**config.mk**
```make
export PLATFORM = sky130hd
export DESIGN_NAME = spi_xfer_ctrl
export DESIGN_NICKNAME = d
export VERILOG_FILES = /design/src/rtl/spi_pkg.sv /design/src/rtl/spi_sclk_div.sv /design/src/rtl/spi_xfer_ctrl.sv
export SDC_FILE = /design/constraint.sdc
export NUM_CORES = 1
export LEC_CHECK = 0
export ABC_CLOCK_PERIOD_IN_PS = 5500
export CORE_MARGIN = 2
export CORE_UTILIZATION = 30
export DETAILED_ROUTE_END_ITERATION = 12
export MAX_ROUTING_LAYER = met4
export PLACE_DENSITY = 0.55
export SETUP_SLACK_MARGIN = 0.5
export SYNTH_ARGS = -nofsm -noshare
export SYNTH_HDL_FRONTEND = slang
export SYNTH_SLANG_ARGS = --single-unit
```
**constraint.sdc**
```tcl
create_clock -name clk -period 5.5 [get_ports clk]
set_input_delay 1.375 -clock clk [delete_from_list [all_inputs] [get_ports clk]]
set_output_delay 1.375 -clock clk [all_outputs]
set_load 0.05 [all_outputs]
```
**src/rtl/spi_pkg.sv**
```systemverilog
// spi_pkg: shared FSM state type, divider constants and frame-length default
// for the SPI transfer controller.
package spi_pkg;
    localparam int DATA_W_DEF = 8;
    localparam int CNT_W = 5;
    typedef enum logic [2:0] {IDLE, SETUP, XFER, HOLD, DONE} state_t;
    localparam logic [CNT_W-1:0] DIV_0   = 5'd1;
    localparam logic [CNT_W-1:0] DIV_1   = 5'd4;
    localparam logic [CNT_W-1:0] DIV_2   = 5'd8;
    localparam logic [CNT_W-1:0] DIV_3   = 5'd16;
    localparam logic [CNT_W-1:0] DIV_DEF = 5'd4;
    function automatic logic [CNT_W-1:0] div_map(input logic [2:0] sel);
        return sel == 3'd0 ? DIV_0 : sel == 3'd1 ? DIV_1 : sel == 3'd2 ? DIV_2 :
               sel == 3'd3 ? DIV_3 : DIV_DEF;
    endfunction
endpackage

```
**src/rtl/spi_sclk_div.sv**
```systemverilog
// spi_sclk_div: half-period counter; stb marks the last of div+1 enabled cycles.
module spi_sclk_div
    import spi_pkg::*;
(
    input  logic             clk,
    input  logic             rst_n,
    input  logic             en,
    input  logic             clr,
    input  logic [CNT_W-1:0] div,
    output logic             stb
);
    logic [CNT_W-1:0] cnt;
    assign stb = en && cnt == div;
    always_ff @(posedge clk or negedge rst_n) begin
        if (!rst_n) cnt <= '0;
        else        cnt <= (en && !stb && !clr) ? cnt + CNT_W'(1) : '0;
    end
endmodule

```
**src/rtl/spi_xfer_ctrl.sv**
```systemverilog
// spi_xfer_ctrl: SPI master for one DATA_W-bit frame with selectable
// SCLK rate, polarity and phase.
module spi_xfer_ctrl
    import spi_pkg::*;
#(
    parameter int DATA_W = DATA_W_DEF
) (
    input  logic              clk,
    input  logic              rst_n,
    input  logic              start,
    input  logic [DATA_W-1:0] tx_data,
    input  logic [2:0]        divider,
    input  logic              cpol,
    input  logic              cpha,
    input  logic              miso,
    output logic              sclk,
    output logic              mosi,
    output logic              cs_n,
    output logic              busy,
    output logic              done,
    output logic [DATA_W-1:0] rx_data
);
    localparam int TW = $clog2(2 * DATA_W + 1);
    localparam logic [TW-1:0] LAST = TW'(2 * DATA_W - 1);

    state_t            state, state_nx;
    logic [CNT_W-1:0]  div_q;
    logic              cpol_q, cpha_q, stb, div_en, lead, last_tgl, xfer_stb, do_shift, do_sample;
    logic [TW-1:0]     tgl;
    logic [DATA_W-1:0] tx_sr, rx_sr;

    assign div_en    = state == SETUP || state == XFER || state == HOLD;
    assign lead      = !tgl[0];
    assign last_tgl  = tgl == LAST;
    assign xfer_stb  = state == XFER && stb;
    // cpha=0 already presented the MSB at start, so trailing toggles shift except the final one
    assign do_shift  = xfer_stb && (cpha_q ? lead : (!lead && !last_tgl));
    assign do_sample = xfer_stb && (cpha_q ? !lead : lead);

    spi_sclk_div u_div (
        .clk  (clk),
        .rst_n(rst_n),
        .en   (div_en),
        .clr  (state != state_nx),
        .div  (div_q),
        .stb  (stb)
    );

    always_ff @(posedge clk or negedge rst_n) begin
        if (!rst_n) state <= IDLE;
        else        state <= state_nx;
    end

    always_comb begin
        state_nx = state;
        case (state)
            IDLE:    state_nx = start ? SETUP : IDLE;
            SETUP:   state_nx = stb ? XFER : SETUP;
            XFER:    state_nx = (stb && last_tgl) ? HOLD : XFER;
            HOLD:    state_nx = stb ? DONE : HOLD;
            default: state_nx = IDLE;
        endcase
    end

    always_comb begin
        cs_n = !div_en;
        busy = state != IDLE;
        done = state == DONE;
    end

    always_ff @(posedge clk or negedge rst_n) begin
        if (!rst_n) begin
            div_q   <= '0;
            cpol_q  <= 1'b0;
            cpha_q  <= 1'b0;
            tgl     <= '0;
            tx_sr   <= '0;
            rx_sr   <= '0;
            rx_data <= '0;
            sclk    <= 1'b0;
            mosi    <= 1'b0;
        end else begin
            if (state == IDLE) begin
                sclk <= cpol;
                if (start) begin
                    div_q  <= div_map(divider);
                    cpol_q <= cpol;
                    cpha_q <= cpha;
                    tgl    <= '0;
                    rx_sr  <= '0;
                    tx_sr  <= cpha ? tx_data : tx_data << 1;
                    if (!cpha) mosi <= tx_data[DATA_W-1];
                end
            end
            if (xfer_stb) begin
                sclk <= ~sclk;
                tgl  <= tgl + TW'(1);
            end
            if (state == HOLD) sclk <= cpol_q;
            if (do_shift) begin
                mosi  <= tx_sr[DATA_W-1];
                tx_sr <= tx_sr << 1;
            end
            if (do_sample) rx_sr <= {rx_sr[DATA_W-2:0], miso};
            if (state == HOLD && stb) rx_data <= rx_sr;
        end
    end
endmodule

```
* After elaboration in Yosys (flattened, before gate mapping) *
Index checks and enable logic that the tools add are counted.
W data, S select, Z words.

cells by class
  add/sub/neg operators = 2
  eq/ne operators = 11
  muxes and demuxes = 29
  bitwise gates (word level) = 1
  reductions and logical operators = 31

operators by type and width
  kind                   number
  $mux W8                7
  $mux W5                8
  $eq A3 B2 Y1 const B   4
  $pmux W3 S4            1
  $reduce_bool A2 Y1     6
  $mux W1                11
  $add A5 B1 Y5 const B  2
  $logic_and A1 B1 Y1    9
  $reduce_and A2 Y1      4
  $eq A3 B1 Y1 const B   2
  $logic_not A3 Y1       2
  $reduce_bool A3 Y1     2
  $eq A5 B4 Y1 const B   1
  $eq A5 B5 Y1           1
  $logic_not A1 Y1       5
  $eq A3 B3 Y1 const B   1
  $mux W3                1
  $ne A3 B3 Y1           1
  $reduce_and A3 Y1      1
  $logic_or A1 B1 Y1     2
  $mux W2                1
  $ne A2 B1 Y1 const B   1
  $not A1 Y1             1

word-level totals
  flip-flop bits (word level) = 46
  input bits = 17
  output and inout bits = 13
  word-level logic and storage cells = 85

* Depth between registers and ports, before layout *
  depth in word-level cells = 11
  depth in mapped cells = 9
  gate-level depth less buffers = 8

* Cells and area by module *
From an unflattened synthesis, not the netlist that was laid out.

second synthesis, totals
  cell total of the unflattened synthesis = 222
  area total of the unflattened synthesis = 2,259.7 um^2

by module, submodules not included
  module         times used  cells each  area each (um^2)  seq. area each (um^2)
  spi_xfer_ctrl  1           193         1,969.4           1,001.0
  spi_sclk_div   1           29          290.3             125.1

* Least setup slack after synthesis *
No wires, ideal clock.

  kind = register -> output
  start point = register state[2]
  end point = output port busy
  arrival = 1,035 ps
  data required time = 4,125 ps
  slack = 3,090 ps
  stages on the path, launching flop included = 3
  path buffers = 0
  path through = dfrtp_1 nor3_1 inv_1

between the ends
  cells in the longest elaborated chain, start to end = 1

ends and longest elaborated chain
  element                   RTL line             text
  start: declaration        spi_xfer_ctrl.sv:26  state_t state, state_nx;
  start signal: assignment  spi_xfer_ctrl.sv:51  else state <= state_nx;
  $reduce_bool A3 Y1        spi_xfer_ctrl.sv:67  busy = state != IDLE;
  end: declaration          spi_xfer_ctrl.sv:19  output logic busy,

No other way between the ends.

* Worst setup path after layout *
Same ends and word-level chain as after synthesis.

==> results <==
- The run finished with clean final reports.
- The total of max-cap violations is 0.
- The number of buffers inserted by post-CTS setup repair is 0.
- The internal portion of total power is 0.828 mW.
- Counting every instance in the synthesized netlist gives 196.
- The endpoint required time on the critical path is 4.12 ns.
- The sequential power share is 37.9%.
- The initial core utilization is approximately a third.
- For this design the ratio of total power to cell area is between 500 and 600 mW/mm^2.
- Of the available clock period, the critical path in the final layout requires 62.3%.
- The leakage power total is 1.16 nW.
- The H-tree generated during clock tree synthesis spans 2 levels.
- Setup repair after global routing left no endpoint under its margin.
- After clock tree synthesis, the clock-pin slew on the worst setup and hold paths is 0.10 ns.
- In this run the tool buffered the top-level ports with 29 buffer cells.
- The share of flip-flops with an asynchronous set or reset is 100%.
- The launching element type of the critical path is a register.
- The switching power is between 0.5 and 0.6 mW.
- The mean number of vias per cell is 4.58.
- The routed wire length is between 4000 and 5000 um.
- The clock net sink count is 45.
- The total standard cell area after synthesis is 0.00215 mm^2.
- Synthesis inferred 45 register bits.
- The number of placed I/O pins is 30.
- In this run, post-CTS hold repair placed 0 buffers.
- Once detailed placement completed, the half-perimeter wirelength came to 2850 um.
- In the final design database the tool counted 245 nets.
- The root buffer selected by CTS is sky130_fd_sc_hd__clkbuf_8.
- The flip-flop cell with the highest count after synthesis is sky130_fd_sc_hd__dfrtp_1.
- The class of the tightest hold or removal check is register to register.
- The first detailed-routing pass took 5 iterations.
- The height of the die is between 80 and 90 um.
- The TritonCTS buffer count is 5.
- STA puts the critical path data arrival time at slightly above 2 ns.
- The residual DRC count is 0.
- In this run the worst path has a maximum fanout of 7.
- The internal reg-to-reg setup slack is ~2.6 ns.
- Overall power consumption after layout is estimated at 1.38 mW.
- Relative to the synthesized area, the layout overhead comes to 22.3%.
- The maximum root-to-sink buffer count is 2.
- Entering global routing, the biggest net connects 46 pins.
- The worst flop-to-flop path endpoint is tx_sr[7]$_DFFE_PN0P_.
- The clock network is responsible for 19.5% of the overall power.
- The number of distinct library cells after synthesis is 38.
- The total count of hold-check failures in the final report is 0.
- The routability congestion estimate from global placement is around 0.8.
- The number of antenna diodes in the final layout is 0.
- The via count of the first global-routing pass was 1502.
- The startpoint identified for the worst hold timing path is div_q[2]$_DFFE_PN0P_.
- The switching share of power is 40.0%.
- The number of nets handed over by synthesis was 216.
- The die covers 0.00787 mm^2.
- The mean instance size in the synthesized netlist is 11.0 um^2.
- The number of antenna violations at the first check in global routing is 0.
- The maximum clock frequency is 292 MHz.
- Once the clock tree was built, the resizer swapped 0 gates to a different size.
- The final critical path time including I/O delays and setup is around 3.4 ns.
- The number of max-slew violations in the final report is 0.
- The clock reaches the later pin of the worst-skew pair after 0.30 ns.
- The number of cells on the worst reg-to-reg path is 8.
- The via count is about 1500.
- Across every metal layer, demand over resource in global routing totals between 10 and 15%.
- The launch instance of the worst register-to-register path is tgl[0]$_DFFE_PN0P_.
- TritonCTS built the clock tree.
- Fill cells in the final layout number 686.
- For this block, the initial DRC count from the detailed router was 84.
- The final number of setup-violating endpoints is 0.
- The number of flops mapped to enable cells by yosys is 0.
- Of the synthesized area, sequential elements account for 52.3%.
- During synthesis, Yosys emitted a total of 0 warnings.
- The capture endpoint of the worst hold path is div_q[2]$_DFFE_PN0P_.
- The worst hold path passes through 2 cells.
- The share of layout cells above drive strength 1 is 15.5%.
- The category of the most critical setup path is register to primary output.
- The number of placement rows is 30.
- IR analysis of the VDD net gives a maximum drop of about 270 uV.
- The core region area is 0.00687 mm^2.
- The part of the power in combinational logic is 42.6%.
- The average detailed-routed wire length per instance is 12.7 um.
- Measured against its own limit, the worst slew margin works out to between 20% and 30%.
- The worst setup path is captured at a primary output.
- The floorplan step set the die width to 88.7 um.
- The number of nets still failing antenna checks after routing is 0.
- The first global-routing pass estimated ~7200 um of wire.
- The final global-route overflow total is 0.
- The clock skew is between 0.015 and 0.02 ns.
- In the final timing run, aggregate negative setup slack is 0 ns.
- The transition time at the pin with the least slew margin is 1.09 ns.
state kept, by name, indices dropped and copies added, names as in the netlist:
name / cells
tgl: 5
cpol_q: 1
u_div.cnt: 5
state: 3
cpha_q: 1
sclk: 1
rx_sr: 8
tx_sr: 8
mosi: 1
div_q: 4
rx_data: 8
placed cells by master, fill, tap and decap left out, types with 2 or more instances in the layout:
cell / n
sky130_fd_sc_hd__and3_1: 2
sky130_fd_sc_hd__dfrtp_1: 45
sky130_fd_sc_hd__ha_1: 3
sky130_fd_sc_hd__and2_1: 2
sky130_fd_sc_hd__mux2_2: 10
sky130_fd_sc_hd__nor2_1: 17
sky130_fd_sc_hd__a221o_1: 7
sky130_fd_sc_hd__nor3_1: 4
sky130_fd_sc_hd__or2_2: 2
sky130_fd_sc_hd__o21ai_2: 8
sky130_fd_sc_hd__a311o_1: 2
sky130_fd_sc_hd__inv_1: 15
sky130_fd_sc_hd__nand3_2: 2
sky130_fd_sc_hd__clkdlybuf4s50_1: 28
sky130_fd_sc_hd__clkbuf_8: 6
sky130_fd_sc_hd__nand3_1: 15
sky130_fd_sc_hd__xnor2_1: 3
sky130_fd_sc_hd__o21ai_0: 7
sky130_fd_sc_hd__nand2_1: 10
sky130_fd_sc_hd__a21oi_1: 3
sky130_fd_sc_hd__xor2_1: 5
sky130_fd_sc_hd__o41ai_1: 2
sky130_fd_sc_hd__nor3b_1: 3
sky130_fd_sc_hd__mux2i_1: 9
how the worst max path moves through the flow:
| stage | from | end | slack (ns) | depth (start not counted) |
|---|---|---|---|---|
| floorplan | state[2]$_DFF_PN0_ | busy | 3.09 | 2 |
| global placement | state[2]$_DFF_PN0_ | busy | 2.42 | 3 |
| detailed placement | state[2]$_DFF_PN0_ | busy | 2.41 | 3 |
| CTS | state[2]$_DFF_PN0_ | busy | 2.06 | 3 |
| global route | state[2]$_DFF_PN0_ | busy | 2.00 | 3 |
| finish | state[2]$_DFF_PN0_ | busy | 2.08 | 3 |
through the flow:
| step | util, % | hold WS, ns | area (um^2) | std cells | setup slack (ns) |
|---|---|---|---|---|---|
| after global routing | 38.3 | 0.527 | 2630 | 322 | 2.00 |
| after floorplan | - | 0.451 | 2150 | 196 | 3.09 |
| after CTS | 38.3 | 0.504 | 2630 | 322 | 2.06 |
| final | 38.3 | 0.500 | 2630 | 322 | 2.08 |
| after global placement | 36.5 | 0.483 | 2510 | 314 | 2.42 |
| after detailed placement | 36.5 | 0.488 | 2510 | 314 | 2.41 |
logic make-up after synthesis:
group	count (synthesis)	share of synthesized area, %
XOR/XNOR	8	3.25
adder cells (fa/ha/maj)	3	1.74
multiplexers	19	9.41
AND/OR/NAND/NOR	65	16.0
AO/OA/AOI/OAI	33	12.0
flip-flops	45	52.3
buffers and inverters	23	5.23
cells in the mapped netlist (3+ instances only):
cell / n / area [um^2]
sky130_fd_sc_hd__a21oi_1: 3 / 15.0
sky130_fd_sc_hd__a221o_1: 7 / 70.1
sky130_fd_sc_hd__clkbuf_1: 4 / 15.0
sky130_fd_sc_hd__dfrtp_1: 45 / 1130
sky130_fd_sc_hd__ha_1: 3 / 37.5
sky130_fd_sc_hd__inv_1: 15 / 56.3
sky130_fd_sc_hd__mux2_2: 10 / 113
sky130_fd_sc_hd__mux2i_1: 9 / 90.1
sky130_fd_sc_hd__nand2_1: 10 / 37.5
sky130_fd_sc_hd__nand3_1: 15 / 75.1
sky130_fd_sc_hd__nor2_1: 17 / 63.8
sky130_fd_sc_hd__nor3_1: 4 / 20.0
sky130_fd_sc_hd__nor3b_1: 3 / 22.5
sky130_fd_sc_hd__o21ai_0: 7 / 35.0
sky130_fd_sc_hd__o21ai_2: 8 / 70.1
sky130_fd_sc_hd__xnor2_1: 3 / 26.3
sky130_fd_sc_hd__xor2_1: 5 / 43.8
critical path: stages (launching register included):
cell and delay (ns):
sky130_fd_sc_hd__dfrtp_1 0.46, sky130_fd_sc_hd__nor3_1 0.43, sky130_fd_sc_hd__inv_1 0.14, sky130_fd_sc_hd__clkdlybuf4s50_1 0.72
area by class of cell:
cell class                      count  area [um^2]  share of cell area, %
Sequential cell                    45         1130                   42.8
Multi-Input combinational cell    128          915                   34.7
Timing Repair Buffer               30          293                   11.1
Tap cell                           96          120                   4.56
Clock buffer                        6         82.6                   3.14
Inverter                           15         56.3                   2.14
Clock inverter                      2         41.3                   1.57
power groups by stage:
stage	combinational [mW]	clock [mW]	sequential [mW]
floorplan	0.344	0	0.610
global placement	0.591	0	0.528
detailed placement	0.594	0	0.528
CTS	0.596	0.278	0.523
global route	0.643	0.290	0.540
finish	0.588	0.269	0.523
layer usage:
metal,global-route usage (%),routed length [um],vias up
met2,18.2,1850,19
met3,2.61,128,5
met5,-,0,-
met1,16.4,2060,706
met4,4.13,46,0
li1,-,-,745
(Power assumes the default switching activity.)
